--- config.mk ---
export PLATFORM = sky130hd
export DESIGN_NAME = muldiv_unit
export DESIGN_NICKNAME = d
export VERILOG_FILES = /design/src/rtl/muldiv_unit.sv
export SDC_FILE = /design/constraint.sdc
export NUM_CORES = 1
export LEC_CHECK = 0
export ABC_AREA = 0
export CAP_MARGIN = 20
export CORE_ASPECT_RATIO = 0.7
export CORE_UTILIZATION = 60
export DETAILED_ROUTE_END_ITERATION = 8
export GPL_TIMING_DRIVEN = 1
export PLACE_DENSITY = 0.89
export SETUP_SLACK_MARGIN = 0.4
export SYNTH_ARGS = -nofsm -noshare
export SYNTH_HDL_FRONTEND = slang
export SYNTH_SLANG_ARGS = --single-unit
export TNS_END_PERCENT = 100
--- constraint.sdc ---
create_clock -name clk -period 11.06 [get_ports clk]
set_clock_uncertainty 0.15 [all_clocks]
set_input_delay 3.318 -clock clk [delete_from_list [all_inputs] [get_ports clk]]
set_output_delay 3.318 -clock clk [all_outputs]
set_load 0.005 [all_outputs]
--- src/rtl/muldiv_unit.sv ---
// Iterative MULT/MULTU/DIV/DIVU with HI/LO: 32 shift-add or restoring steps, then a sign-fix cycle.
// Result visible 34 cycles after the start edge; busy stalls the datapath and start is ignored while busy.
module muldiv_unit #(
  parameter int WIDTH = 32
) (
  input  logic             clk,
  input  logic             rst_n,
  input  logic             start,
  input  logic [1:0]       op,
  input  logic [WIDTH-1:0] A,
  input  logic [WIDTH-1:0] B,
  input  logic             mthi,
  input  logic             mtlo,
  input  logic [WIDTH-1:0] wdata,
  output logic             busy,
  output logic             done,
  output logic [WIDTH-1:0] hi,
  output logic [WIDTH-1:0] lo
);

  typedef enum logic [1:0] {S_IDLE, S_CALC, S_FIX, S_DONE} state_t;

  state_t                 state_q, state_d;
  logic [4:0]             cnt_q, cnt_d;
  logic [WIDTH-1:0]       acc_hi_q, acc_hi_d;
  logic [WIDTH-1:0]       acc_lo_q, acc_lo_d;
  logic [WIDTH-1:0]       opnd_q, opnd_d;
  logic [WIDTH-1:0]       a_raw_q, a_raw_d;
  logic                   is_div_q, is_div_d;
  logic                   dz_q, dz_d;
  logic                   neg_quo_q, neg_quo_d;
  logic                   neg_rem_q, neg_rem_d;
  logic [WIDTH-1:0]       hi_q, hi_d;
  logic [WIDTH-1:0]       lo_q, lo_d;

  logic [WIDTH-1:0]       a_mag, b_mag;
  logic [WIDTH:0]         add_sum;
  logic [WIDTH:0]         shifted;
  logic [WIDTH-1:0]       diff;
  logic                   borrow;
  logic [2*WIDTH-1:0]     prod, prod_neg;

  always_comb begin
    a_mag    = (op[0] && A[WIDTH-1]) ? -A : A;
    b_mag    = (op[0] && B[WIDTH-1]) ? -B : B;
    add_sum  = {1'b0, acc_hi_q} + {1'b0, (acc_lo_q[0] ? opnd_q : '0)};
    shifted  = {acc_hi_q, acc_lo_q[WIDTH-1]};
    borrow   = shifted < {1'b0, opnd_q};
    // No borrow means the true difference fits in WIDTH bits, so the truncated subtract is exact.
    diff     = shifted[WIDTH-1:0] - opnd_q;
    prod     = {acc_hi_q, acc_lo_q};
    prod_neg = -prod;

    state_d   = state_q;
    cnt_d     = cnt_q;
    acc_hi_d  = acc_hi_q;
    acc_lo_d  = acc_lo_q;
    opnd_d    = opnd_q;
    a_raw_d   = a_raw_q;
    is_div_d  = is_div_q;
    dz_d      = dz_q;
    neg_quo_d = neg_quo_q;
    neg_rem_d = neg_rem_q;
    hi_d      = hi_q;
    lo_d      = lo_q;

    case (state_q)
      S_IDLE, S_DONE: begin
        if (mthi) hi_d = wdata;
        if (mtlo) lo_d = wdata;
        if (state_q == S_DONE) state_d = S_IDLE;
        if (start) begin
          state_d   = S_CALC;
          cnt_d     = '0;
          is_div_d  = op[1];
          neg_quo_d = op[0] & (A[WIDTH-1] ^ B[WIDTH-1]);
          neg_rem_d = op[0] & A[WIDTH-1];
          dz_d      = (B == '0);
          a_raw_d   = A;
          acc_hi_d  = '0;
          acc_lo_d  = op[1] ? a_mag : b_mag;
          opnd_d    = op[1] ? b_mag : a_mag;
        end
      end
      S_CALC: begin
        if (is_div_q) begin
          acc_hi_d = borrow ? shifted[WIDTH-1:0] : diff;
          acc_lo_d = {acc_lo_q[WIDTH-2:0], ~borrow};
        end else begin
          acc_hi_d = add_sum[WIDTH:1];
          acc_lo_d = {add_sum[0], acc_lo_q[WIDTH-1:1]};
        end
        cnt_d = cnt_q + 5'd1;
        if (cnt_q == 5'd31) state_d = S_FIX;
      end
      S_FIX: begin
        state_d = S_DONE;
        if (!is_div_q) begin
          {hi_d, lo_d} = neg_quo_q ? prod_neg : prod;
        end else if (dz_q) begin
          hi_d = a_raw_q;
          lo_d = '1;
        end else begin
          lo_d = neg_quo_q ? -acc_lo_q : acc_lo_q;
          hi_d = neg_rem_q ? -acc_hi_q : acc_hi_q;
        end
      end
      default: state_d = S_IDLE;
    endcase
  end

  always_ff @(posedge clk or negedge rst_n) begin
    if (!rst_n) begin
      state_q   <= S_IDLE;
      cnt_q     <= '0;
      acc_hi_q  <= '0;
      acc_lo_q  <= '0;
      opnd_q    <= '0;
      a_raw_q   <= '0;
      is_div_q  <= 1'b0;
      dz_q      <= 1'b0;
      neg_quo_q <= 1'b0;
      neg_rem_q <= 1'b0;
      hi_q      <= '0;
      lo_q      <= '0;
    end else begin
      state_q   <= state_d;
      cnt_q     <= cnt_d;
      acc_hi_q  <= acc_hi_d;
      acc_lo_q  <= acc_lo_d;
      opnd_q    <= opnd_d;
      a_raw_q   <= a_raw_d;
      is_div_q  <= is_div_d;
      dz_q      <= dz_d;
      neg_quo_q <= neg_quo_d;
      neg_rem_q <= neg_rem_d;
      hi_q      <= hi_d;
      lo_q      <= lo_d;
    end
  end

  assign busy = (state_q == S_CALC) || (state_q == S_FIX);
  assign done = (state_q == S_DONE);
  assign hi   = hi_q;
  assign lo   = lo_q;

endmodule

==> results.py <==
metrics = {
    "placed_design": {
        "dp.cells": 2569,
        "io_buffer_count": 168,
        "gp_congestion": 1.04,
        "dp_hpwl_um": 47900,
    },
    "final_layout": {
        "final_nets": 2405,
        "seq_area_mm2": 0.00509,
        "multiInputGateArea_mm2": 0.0111,
        "n_antenna_cell": 0,
        "area_growth_pct": 15.3,
        "drive_gt1_frac": 0.0624,
        "fill_cells": 2234,
        "final_cells": 2614,
    },
    "logic_synthesis": {
        "synth_xor_area_frac": 0.0985,
        "ys_ff_latch": 203,
        "synth-edff-count": 0,
        "synth.avg_cell_area_um2": 7.85,
        "synth_area_mm2": 0.0170,
        "async_flop_share": 1.00,
        "synth_fp_nets": 2343,
        "netlist_instances": 2165,
        "synth-compound-area-share": 0.253,
        "synth_cell_type_count": 74,
        "yosysWarnings": 0,
        "synth_mux_area_frac": 0.0638,
        "synth_ff_type": "dfrtp_1",
        "synth_seq_area_share": 0.299,
        "synth_top_family_by_area": "compound AO/OA/AOI/OAI gates",
        "yosys.area_share.simple": 0.180,
        "synthAdderAreaFrac": 0.0561,
    },
    "timing": {
        "fmax_mhz": 158,
        "report.final.slew_viol_count": 0,
        "period_minus_slack_ns": 6.34,
        "fin_crit_sh": 0.573,
        "setup_viol": 0,
        "fin_setup_tns_ns": 0,
        "worst_slew_pin_slew_ns": 1.04,
        "slew_headroom": 0.306,
        "rsz0062_at_grt": "false",
        "final-hold-violation-count": 0,
    },
    "power": {
        "p_seq_frac": 0.245,
        "p_sw_frac": 0.508,
        "total_power_mw": 6.75,
        "p_comb_frac": 0.632,
        "p_leak_nw": 8.20,
        "p_int_mw": 3.32,
        "vdd_drop_max_uv": 188,
        "p_switching_mw": 3.43,
        "pwr-share-clk": 0.123,
        "powerDensity_mw_per_mm2": 344,
    },
    "clocking": {
        "cts_buffers": 23,
        "cts_sinks": 203,
        "cts-htree-levels": 1,
        "clock_latency_ns": 0.55,
        "cts_resized": 0,
        "cts_tree": "built",
        "ctsHoldBuffers": 0,
        "cts_setup_buffers": 0,
        "cts_buffer_depth": 3,
        "cts.root.buffer_cell": "clkbuf_16",
        "cts.clk_slew.worst_paths_ns": 0.06,
    },
    "worst_setup_path": {
        "crit_fanout": 4,
        "end_kind": "flip-flop",
        "r2r-start": "acc_hi_q[0]",
        "crit_start": "B[12]",
        "cp-start-kind": "input port",
        "worst-setup-path-type": "input port to flip-flop",
        "cp.required_ns": 11.29,
        "cp.arrival_ns": 6.57,
    },
    "routing": {
        "vias_per_cell": 6.79,
        "drt_first_pass_iters": 8,
        "ant_nets": 0,
        "dr_total_vias": 17748,
        "routedWlPerCell_um": 24.1,
        "drc": 1,
        "wl_um": 63100,
        "drtIter0Drc": 2410,
    },
    "global_route": {
        "grt_use_total": 0.429,
        "antenna_found_initial": 2,
        "grt_max_degree": 112,
        "grt_pass1_wl_um": 95400,
        "grt_pass1_vias": 16066,
        "grt_overflow": 0,
    },
    "hold_path": {
        "holdCritPathClass": "flip-flop to flip-flop",
        "hold_start": "lo[8]",
    },
    "floorplanning": {
        "dieWidth_um": 203,
        "die_h_um": 143,
        "start_util": 0.611,
        "io-pin-count": 169,
        "core_area_mm2": 0.0278,
        "std_cell_rows": 51,
        "dieArea_mm2": 0.0290,
    },
    "outcome": {
        "violations": "DRC",
        "status": "finished with violations",
    },
    "run": {
        "cap_violations": 0,
    },
}
==> power groups by stage <==
stage / clock network (mW) / registers [mW] / logic, mW
after CTS: 0.822 / 1.64 / 4.09
final: 0.829 / 1.65 / 4.26
after global routing: 0.850 / 1.67 / 4.62
after global placement: 0 / 1.63 / 3.95
after detailed placement: 0 / 1.65 / 4.05
after floorplan: 0 / 1.33 / 2.98
==> cell usage in the layout (no fill, tap or decap), types with 32 or more instances in the layout <==
cell type,count
a21o_1,34
o22ai_1,37
xor2_1,70
dfrtp_1,200
inv_1,67
ha_1,72
a21oi_1,194
xnor2_1,121
mux2i_1,52
o21ai_0,225
nand2_1,240
mux2_2,50
or3_1,32
nor2_1,198
clkdlybuf4s50_1,166
a211oi_1,32
==> layout make-up <==
cell class              count  area share
flip-flops and latches    203       0.260
multi-input cells        1742       0.567
clock inverters             6     0.00568
inverters                  68      0.0130
repair buffers            189      0.0969
clock buffers              35      0.0342
well taps                 371      0.0237
==> state kept, by name (all words and copies together) (netlist names) <==
name       flops
dz_q           1
hi            32
a_raw_q       32
state_q        2
acc_lo_q      32
lo            32
neg_rem_q      1
is_div_q       1
opnd_q        32
cnt_q          5
acc_hi_q      32
neg_quo_q      1
==> cell usage after synthesis, types with 19 or more instances <==
library cell  number  area, um2
a211oi_1          32        240
mux2i_1           52        521
dfrtp_1          203       5080
ha_1              73        913
or3_1             32        200
mux2_2            50        563
clkbuf_1         139        522
xor2_1            70        613
a31oi_1           19        119
nand2_1          241        905
xnor2_1          121       1060
o22ai_1           37        231
nand2b_1          24        150
nand3_1           29        145
o211ai_1          19        143
o21ai_0          225       1130
a21oi_1          196        981
a22oi_1           19        143
o31ai_1           20        150
inv_1             67        251
nor3_1            26        130
nor2_1           199        747
a21o_1            34        255
==> per-layer routing <==
layer  GRT usage  wire length, um  part of all wire
met5           0                9           0.00014
met4       0.127             2090             0.033
met3       0.150             9180              0.15
met2       0.599            25200              0.40
met1       0.618            26600              0.42
==> critical path: stages <==
cell	delay [ns]
clkdlybuf4s50_1	0.45
or4_1	0.63
nor4_1	0.42
nand3_1	0.16
or2_2	0.34
nor2b_1	0.25
nand3b_1	0.16
o41ai_1	0.34
xnor2_1	0.15
o21ai_0	0.18
o311ai_0	0.15
==> final timing paths <==
| kind | slack (ns) | cells past startpoint | end |
|---|---|---|---|
| setup / recovery | 4.72 | 11 | acc_lo_q[30] |
| hold / removal | 0.33 | 2 | lo[8] |
| setup reg to reg | 5.97 | 13 | acc_hi_q[29] |
| hold reg to reg | 0.33 | 2 | lo[8] |
| max in group asynchronous | 5.91 | 3 | acc_lo_q[26] |
| min in group asynchronous | 2.66 | 1 | acc_hi_q[22] |
==> per-stage QoR <==
stage | setup slack, ns | instance area (um2) | hold slack [ns] | util
floorplan | 5.16 | 17000 | 0.289 | -
global placement | 4.41 | 18700 | 0.310 | 0.673
detailed placement | 4.26 | 18700 | 0.319 | 0.673
CTS | 4.81 | 19500 | 0.332 | 0.701
global route | 4.48 | 19600 | 0.359 | 0.704
finish | 4.72 | 19600 | 0.329 | 0.704
==> logic make-up (layout without fill, tap and decap cells) <==
group	count (synthesis)	in the layout
XOR/XNOR	191	191
AO/OA/AOI/OAI	711	711
AND/OR/NAND/NOR	663	663
buffers and inverters	220	298
flip-flops	203	203
multiplexers	102	102
adder cells (fa/ha/maj)	75	75
No activity file was read; power rests on OpenSTA's default activity.
